===== src/rtl/ssp_pkg.sv =====
// ssp_pkg: definitions shared by the SSP host sequencer files.
//   state_e : sequencer FSM state encoding (3 bits)
//   WORD_W  : SSP data word width
//   cmd_t   : queued command record {write, data}, 9 bits
package ssp_pkg;

    localparam int unsigned WORD_W = 8;

    typedef enum logic [2:0] {
        StIdle   = 3'd0,
        StWr     = 3'd1,
        StRd     = 3'd2,
        StRdWait = 3'd3,
        StRsp    = 3'd4
    } state_e;

    typedef struct packed {
        logic              write;
        logic [WORD_W-1:0] data;
    } cmd_t;

endpackage


===== src/rtl/ssp_host_seq_if.sv =====
// ssp_host_seq_if: command/response handshake plus SSP host bus signals.
//   master : sequencer view (drives CMD_READY, RSP_*, PSEL, PWRITE, PWDATA, BUSY)
//   slave  : environment view (drives CMD_*, RSP_READY, PRDATA, SSPTXINTR)
interface ssp_host_seq_if;
    import ssp_pkg::*;

    logic              CMD_VALID;
    logic              CMD_WRITE;
    logic [WORD_W-1:0] CMD_DATA;
    logic              CMD_READY;
    logic              RSP_VALID;
    logic [WORD_W-1:0] RSP_DATA;
    logic              RSP_READY;
    logic              PSEL;
    logic              PWRITE;
    logic [WORD_W-1:0] PWDATA;
    logic [WORD_W-1:0] PRDATA;
    logic              SSPTXINTR;
    logic              BUSY;

    modport master (
        input  CMD_VALID, CMD_WRITE, CMD_DATA, RSP_READY, PRDATA, SSPTXINTR,
        output CMD_READY, RSP_VALID, RSP_DATA, PSEL, PWRITE, PWDATA, BUSY
    );

    modport slave (
        output CMD_VALID, CMD_WRITE, CMD_DATA, RSP_READY, PRDATA, SSPTXINTR,
        input  CMD_READY, RSP_VALID, RSP_DATA, PSEL, PWRITE, PWDATA, BUSY
    );

endinterface


===== src/rtl/ssp_cmd_queue.sv =====
// ssp_cmd_queue: synchronous FIFO of DEPTH x cmd_t entries.
//   i_clk, i_clr    : clock, synchronous active-high clear (empties the queue)
//   i_push, i_cmd   : enqueue i_cmd (ignored when full)
//   i_pop           : drop the head entry (ignored when empty)
//   o_full, o_empty : occupancy flags
//   o_head          : oldest entry, valid when !o_empty
module ssp_cmd_queue
    import ssp_pkg::*;
#(
    parameter int unsigned DEPTH = 4
) (
    input  logic i_clk,
    input  logic i_clr,
    input  logic i_push,
    input  cmd_t i_cmd,
    input  logic i_pop,
    output logic o_full,
    output logic o_empty,
    output cmd_t o_head
);

    localparam int unsigned AW = $clog2(DEPTH);

    cmd_t           r_mem [DEPTH];
    logic [AW-1:0]  r_wr_ptr;
    logic [AW-1:0]  r_rd_ptr;
    logic [AW:0]    r_count;
    logic           w_push;
    logic           w_pop;

    assign o_full  = (r_count == (AW + 1)'(DEPTH));
    assign o_empty = (r_count == '0);
    assign o_head  = r_mem[r_rd_ptr];
    assign w_push  = i_push & ~o_full;
    assign w_pop   = i_pop & ~o_empty;

    // Storage needs no reset; only pointers and occupancy are cleared.
    always_ff @(posedge i_clk) begin
        if (w_push) begin
            r_mem[r_wr_ptr] <= i_cmd;
        end
    end

    // DEPTH is a power of two, so pointers wrap naturally.
    always_ff @(posedge i_clk) begin
        if (i_clr) begin
            r_wr_ptr <= '0;
            r_rd_ptr <= '0;
            r_count  <= '0;
        end else begin
            if (w_push) begin
                r_wr_ptr <= r_wr_ptr + AW'(1);
            end
            if (w_pop) begin
                r_rd_ptr <= r_rd_ptr + AW'(1);
            end
            if (w_push && !w_pop) begin
                r_count <= r_count + (AW + 1)'(1);
            end else if (!w_push && w_pop) begin
                r_count <= r_count - (AW + 1)'(1);
            end
        end
    end

endmodule


===== src/rtl/ssp_host_seq.sv =====
// ssp_host_seq: queues master commands and turns each into a single-cycle
// PSEL access on the SSP host bus; read data comes back on a valid/ready port.
//   PCLK  : clock
//   CLEAR : synchronous active-high reset
//   bus   : command/response handshake and SSP bus (ssp_host_seq_if.master)
// Optional build macro SSP_HOST_SEQ_STATS_EN adds WR_COUNT, RD_COUNT
// (wrapping access counters) and STALL_COUNT (saturating TX-full stall count).
module ssp_host_seq
    import ssp_pkg::*;
#(
    parameter int unsigned CMD_DEPTH = 4,
    parameter int unsigned RD_WAIT   = 1
) (
    input  logic                  PCLK,
    input  logic                  CLEAR,
    ssp_host_seq_if.master        bus
`ifdef SSP_HOST_SEQ_STATS_EN
    ,
    output logic [15:0]           WR_COUNT,
    output logic [15:0]           RD_COUNT,
    output logic [15:0]           STALL_COUNT
`endif
);

    state_e            r_state;
    logic [1:0]        r_wait_cnt;
    logic              r_psel;
    logic              r_pwrite;
    logic [WORD_W-1:0] r_pwdata;
    logic              r_rsp_valid;
    logic [WORD_W-1:0] r_rsp_data;

    logic              w_push;
    logic              w_pop;
    logic              w_full;
    logic              w_empty;
    cmd_t              w_cmd;
    cmd_t              w_head;

    assign w_cmd.write = bus.CMD_WRITE;
    assign w_cmd.data  = bus.CMD_DATA;

    // READY is held low while CLEAR is asserted so nothing is taken during reset.
    assign bus.CMD_READY = ~CLEAR & ~w_full;
    assign w_push        = bus.CMD_VALID & bus.CMD_READY;
    // The head is consumed in the cycle its access is on the bus.
    assign w_pop         = (r_state == StWr) || (r_state == StRd);

    ssp_cmd_queue #(
        .DEPTH (CMD_DEPTH)
    ) u_queue (
        .i_clk   (PCLK),
        .i_clr   (CLEAR),
        .i_push  (w_push),
        .i_cmd   (w_cmd),
        .i_pop   (w_pop),
        .o_full  (w_full),
        .o_empty (w_empty),
        .o_head  (w_head)
    );

    always_ff @(posedge PCLK) begin
        if (CLEAR) begin
            r_state     <= StIdle;
            r_wait_cnt  <= '0;
            r_psel      <= 1'b0;
            r_pwrite    <= 1'b0;
            r_pwdata    <= '0;
            r_rsp_valid <= 1'b0;
            r_rsp_data  <= '0;
        end else begin
            r_psel <= 1'b0;
            if (r_rsp_valid && bus.RSP_READY) begin
                r_rsp_valid <= 1'b0;
            end
            unique case (r_state)
                StIdle: begin
                    // A read head blocks everything behind it while a response
                    // is outstanding, which keeps command order intact.
                    if (!w_empty) begin
                        if (w_head.write) begin
                            if (!bus.SSPTXINTR) begin
                                r_state  <= StWr;
                                r_psel   <= 1'b1;
                                r_pwrite <= 1'b1;
                                r_pwdata <= w_head.data;
                            end
                        end else if (!r_rsp_valid) begin
                            r_state  <= StRd;
                            r_psel   <= 1'b1;
                            r_pwrite <= 1'b0;
                        end
                    end
                end
                StWr: begin
                    r_state <= StIdle;
                end
                StRd: begin
                    r_state    <= StRdWait;
                    r_wait_cnt <= 2'(RD_WAIT);
                end
                StRdWait: begin
                    r_wait_cnt <= r_wait_cnt - 2'd1;
                    if (r_wait_cnt == 2'd1) begin
                        r_rsp_data  <= bus.PRDATA;
                        r_rsp_valid <= 1'b1;
                        r_state     <= StRsp;
                    end
                end
                StRsp: begin
                    r_state <= StIdle;
                end
                default: begin
                    r_state <= StIdle;
                end
            endcase
        end
    end

    assign bus.PSEL      = r_psel;
    assign bus.PWRITE    = r_pwrite;
    assign bus.PWDATA    = r_pwdata;
    assign bus.RSP_VALID = r_rsp_valid;
    assign bus.RSP_DATA  = r_rsp_data;
    assign bus.BUSY      = ~w_empty | (r_state != StIdle);

`ifdef SSP_HOST_SEQ_STATS_EN
    logic [15:0] r_wr_count;
    logic [15:0] r_rd_count;
    logic [15:0] r_stall_count;

    always_ff @(posedge PCLK) begin
        if (CLEAR) begin
            r_wr_count    <= '0;
            r_rd_count    <= '0;
            r_stall_count <= '0;
        end else begin
            if (r_state == StWr) begin
                r_wr_count <= r_wr_count + 16'd1;
            end
            if (r_state == StRd) begin
                r_rd_count <= r_rd_count + 16'd1;
            end
            if ((r_state == StIdle) && !w_empty && w_head.write && bus.SSPTXINTR &&
                (r_stall_count != 16'hFFFF)) begin
                r_stall_count <= r_stall_count + 16'd1;
            end
        end
    end

    assign WR_COUNT    = r_wr_count;
    assign RD_COUNT    = r_rd_count;
    assign STALL_COUNT = r_stall_count;
`endif

endmodule


===== src/flat_wrapper.sv =====
// flat-port wrapper written by rule: the top's interface ports become plain ports
module ssp_host_seq_flat import ssp_pkg::*;
#(
    parameter int unsigned CMD_DEPTH = 4,
    parameter int unsigned RD_WAIT   = 1
)
  (PCLK, CLEAR, bus_CMD_VALID, bus_CMD_WRITE, bus_CMD_DATA, bus_RSP_READY, bus_PRDATA, bus_SSPTXINTR, bus_CMD_READY, bus_RSP_VALID, bus_RSP_DATA, bus_PSEL, bus_PWRITE, bus_PWDATA, bus_BUSY);
  ssp_host_seq_if bus_i ();
  input  logic PCLK;
  input  logic CLEAR;
  input wire logic [$bits(bus_i.CMD_VALID)-1:0] bus_CMD_VALID;
  input wire logic [$bits(bus_i.CMD_WRITE)-1:0] bus_CMD_WRITE;
  input wire logic [$bits(bus_i.CMD_DATA)-1:0] bus_CMD_DATA;
  input wire logic [$bits(bus_i.RSP_READY)-1:0] bus_RSP_READY;
  input wire logic [$bits(bus_i.PRDATA)-1:0] bus_PRDATA;
  input wire logic [$bits(bus_i.SSPTXINTR)-1:0] bus_SSPTXINTR;
  output wire logic [$bits(bus_i.CMD_READY)-1:0] bus_CMD_READY;
  output wire logic [$bits(bus_i.RSP_VALID)-1:0] bus_RSP_VALID;
  output wire logic [$bits(bus_i.RSP_DATA)-1:0] bus_RSP_DATA;
  output wire logic [$bits(bus_i.PSEL)-1:0] bus_PSEL;
  output wire logic [$bits(bus_i.PWRITE)-1:0] bus_PWRITE;
  output wire logic [$bits(bus_i.PWDATA)-1:0] bus_PWDATA;
  output wire logic [$bits(bus_i.BUSY)-1:0] bus_BUSY;
  assign bus_i.CMD_VALID = bus_CMD_VALID;
  assign bus_i.CMD_WRITE = bus_CMD_WRITE;
  assign bus_i.CMD_DATA = bus_CMD_DATA;
  assign bus_i.RSP_READY = bus_RSP_READY;
  assign bus_i.PRDATA = bus_PRDATA;
  assign bus_i.SSPTXINTR = bus_SSPTXINTR;
  assign bus_CMD_READY = bus_i.CMD_READY;
  assign bus_RSP_VALID = bus_i.RSP_VALID;
  assign bus_RSP_DATA = bus_i.RSP_DATA;
  assign bus_PSEL = bus_i.PSEL;
  assign bus_PWRITE = bus_i.PWRITE;
  assign bus_PWDATA = bus_i.PWDATA;
  assign bus_BUSY = bus_i.BUSY;
  ssp_host_seq #(.CMD_DEPTH(CMD_DEPTH), .RD_WAIT(RD_WAIT)) u_core (.PCLK(PCLK), .CLEAR(CLEAR), .bus(bus_i));
endmodule

===== config.mk =====
export PLATFORM = sky130hd
export DESIGN_NAME = ssp_host_seq_flat
export DESIGN_NICKNAME = d
export VERILOG_FILES = /design/src/rtl/ssp_pkg.sv /design/src/rtl/ssp_host_seq_if.sv /design/src/rtl/ssp_cmd_queue.sv /design/src/rtl/ssp_host_seq.sv /design/src/flat_wrapper.sv
export SDC_FILE = /design/constraint.sdc
export NUM_CORES = 1
export LEC_CHECK = 0
export CORE_MARGIN = 2
export CORE_UTILIZATION = 53
export DETAILED_ROUTE_END_ITERATION = 6
export PLACE_DENSITY = 0.82
export SLEW_MARGIN = 5
export SYNTH_ARGS = -nofsm -noshare
export SYNTH_HDL_FRONTEND = slang
export SYNTH_SLANG_ARGS = --single-unit
export TNS_END_PERCENT = 50

===== constraint.sdc =====
create_clock -name PCLK -period 2.9 [get_ports PCLK]
set_clock_uncertainty 0.15 [all_clocks]
set_input_delay 0.58 -clock PCLK [delete_from_list [all_inputs] [get_ports PCLK]]
set_output_delay 0.58 -clock PCLK [all_outputs]
set_load 0.01 [all_outputs]

==> qor.yml <==
status: "finished clean"
hold_buffers: 0
grt_max_degree: 33
grt_pass1_wl_mm: 7.27
hold_slack_ns: 0.304
p_int_mw: 1.90
path_class: "flop to output pin"
initial_core_util_pct: 54.0
drt-initial-drc-count: 80
cp_max_fo: 7
synthFlopType: "edfxtp_1"
die_h_um: 75.7
vias_per_cell: 5.17
antenna_found_initial: 0
drive_gt1_share_pct: 10.3
final_area_um2: 3410
p_comb_share_pct: 25.8
fin_tns_setup_ns: 0
placed_cell_area_um2: 3210
clk_pin_slew_ns: 0.07
firstDrtPassIters: 6
die_w_um: 75.7
dp_hpwl_mm: 3.07
peakVddDrop_uv: 524
cts_max_level: 3
vias: 1666
clk_latency_ns: 0.34
finalHoldViolCount: 0
grt_pass1_vias: 1550
dp.cells: 306
routedWlPerCell_um: 14.4
start_kind: "flop"
syn_inst: 199
final.period_utilization_pct: 88.0
drt_drc_violations_left: 0
cts-resized-gates: 0
pin_count: 43
worstMarginPinSlew_ns: 0.537
syn2layout_area_growth_pct: 25.1
pwr-share-seq_pct: 45.8
fin_crit_ns: 2.55
setup_viol: 0
synth_edf_count: 36
antenna_left: 0
core_um2: 5040
fp-row-count: 26
drv_slew: 0
post-route-util_pct: 67.6
cts_setup_buffers: 0
synth.avg_cell_area_um2: 13.7
syn-num-nets: 228
dieArea_um2: 5730
grt_use_total_pct: 18.2
power_frac_clock_pct: 28.4
hp-class: "flop to flop"
async_reset_ff_share_pct: 0
p_sw_mw: 0.792
cts.sinks: 69
yosysSeqAreaShare_pct: 63.9
max_freq_mhz: 392
grt_overflow: 0
cts_tree: "done"
clockBufferDepth: 2
synth-seq-cells: 69
cp-end-kind: "output pin"
placement.io_buffers: 42
ys_types: 35
antenna_cells: 0
maxCapViolations: 0
fin_nets: 276
clockRootBuffer: "clkbuf_8"
p_leak_nw: 1.23
arrival_ns: 1.82
netlist_area_um2: 2720
cts_buffers: 9
required_ns: 2.17
switching_share_pct: 29.4
power_per_cell_area_nw_per_um2: 789
fin_cells: 322
maxSlewHeadroom_pct: 64.1
place.gp.congestion: 0.717
wl_mm: 4.63
ys_warn_count: 0
rsz0062_at_grt: "false"
==> through the flow <==
| stage | setup slack (ns) | power [mW] |
|---|---|---|
| floorplan | 0.414 | 1.70 |
| global placement | 0.172 | 1.92 |
| detailed placement | 0.114 | 1.94 |
| CTS | 0.332 | 2.71 |
| global route | 0.238 | 2.84 |
| finish | 0.347 | 2.69 |
==> flip-flops by register name (all words and copies together) (netlist names), named ones only <==
signal                   count
u_core.bus.PSEL              1
u_core.bus.PWDATA            8
u_core.bus.PWRITE            1
u_core.bus.RSP_DATA          8
u_core.bus.RSP_VALID         1
u_core.r_state               3
u_core.r_wait_cnt            2
u_core.u_queue.r_count       3
u_core.u_queue.r_mem        36
u_core.u_queue.r_rd_ptr      2
u_core.u_queue.r_wr_ptr      2
==> critical path: stages, from the launching register on <==
cell and delay [ns]:
dfxtp_1 0.39, nor3_1 0.47, nand2_1 0.12, clkdlybuf4s50_1 0.50
==> power groups by stage <==
stage	Clock [mW]	Sequential, mW	Combinational (mW)
finish	0.764	1.23	0.693
global route	0.822	1.25	0.767
CTS	0.781	1.23	0.698
detailed placement	0	1.25	0.693
global placement	0	1.25	0.673
floorplan	0	1.23	0.462
==> routing by layer <==
layer,vias to the layer above,GRT usage [%],share of wire (%)
met5,-,0,0
met4,0,7.02,1.3
met3,5,7.01,4.5
met2,33,29.2,51
met1,809,22.4,43
li1,819,-,-
==> cell families after synthesis <==
kind of cell    count (synthesis)  share of synthesized area, %
simple gates                   60                          10.4
xor+xnor                        6                          1.93
fa+ha+maj                       7                          3.49
buf+inv                        15                          2.85
flops                          69                          63.9
compound gates                 24                          5.56
mux                            18                          11.9
==> cells in the mapped netlist, types with 2 or more instances <==
master	n	share of area, %
xnor2_1	3	0.96
mux4_1	8	7.7
or3_1	4	0.92
xor2_1	3	0.96
nor2b_1	2	0.46
nand3_1	3	0.55
nor2_1	17	2.3
dfxtp_1	33	24
and2_1	4	0.92
nand2_1	21	2.9
nor3_1	2	0.37
clkbuf_1	5	0.69
mux2i_1	9	3.3
a21oi_1	14	2.6
nand2b_1	3	0.69
buf_6	2	0.83
o21ai_0	4	0.73
ha_1	6	2.8
edfxtp_1	36	40
inv_1	5	0.69
==> cell type report <==
| cell class | count | area, um^2 |
|---|---|---|
| flip-flops and latches | 69 | 1740 |
| fillers | 359 | 1630 |
| multi-input cells | 115 | 905 |
| repair buffers | 47 | 458 |
| clock buffers | 9 | 124 |
| well taps | 70 | 87.6 |
| clock inverters | 7 | 73.8 |
| inverters | 5 | 18.8 |
==> path summary, 6_finish.rpt <==
check | startpoint | end | slack, ns | cells after the start
worst max register to register | u_core.u_queue.r_count[2]$_SDFFE_PP0P_ | u_core.u_queue.r_count[2]$_SDFFE_PP0P_ | 0.57 | 9
worst min-delay path | u_core.bus.RSP_DATA[1]$_SDFFE_PP0P_ | u_core.bus.RSP_DATA[1]$_SDFFE_PP0P_ | 0.30 | 2
worst max-delay path | u_core.r_state[0]$_SDFFE_PP0P_ | bus_BUSY | 0.35 | 3
worst min register to register | u_core.bus.RSP_DATA[1]$_SDFFE_PP0P_ | u_core.bus.RSP_DATA[1]$_SDFFE_PP0P_ | 0.30 | 2
==> cells in the final DEF (no fill, tap or decap), types with 5 or more instances in the layout <==
cell | netlist | routed
clkdlybuf4s50_1 | 0 | 42
edfxtp_1 | 36 | 36
dfxtp_1 | 33 | 33
nand2_1 | 21 | 21
nor2_1 | 17 | 17
a21oi_1 | 14 | 14
mux2i_1 | 9 | 9
clkbuf_8 | 0 | 9
mux4_1 | 8 | 8
ha_1 | 6 | 6
inv_1 | 5 | 5
buf_4 | 1 | 5
(Power assumes the default switching activity.)
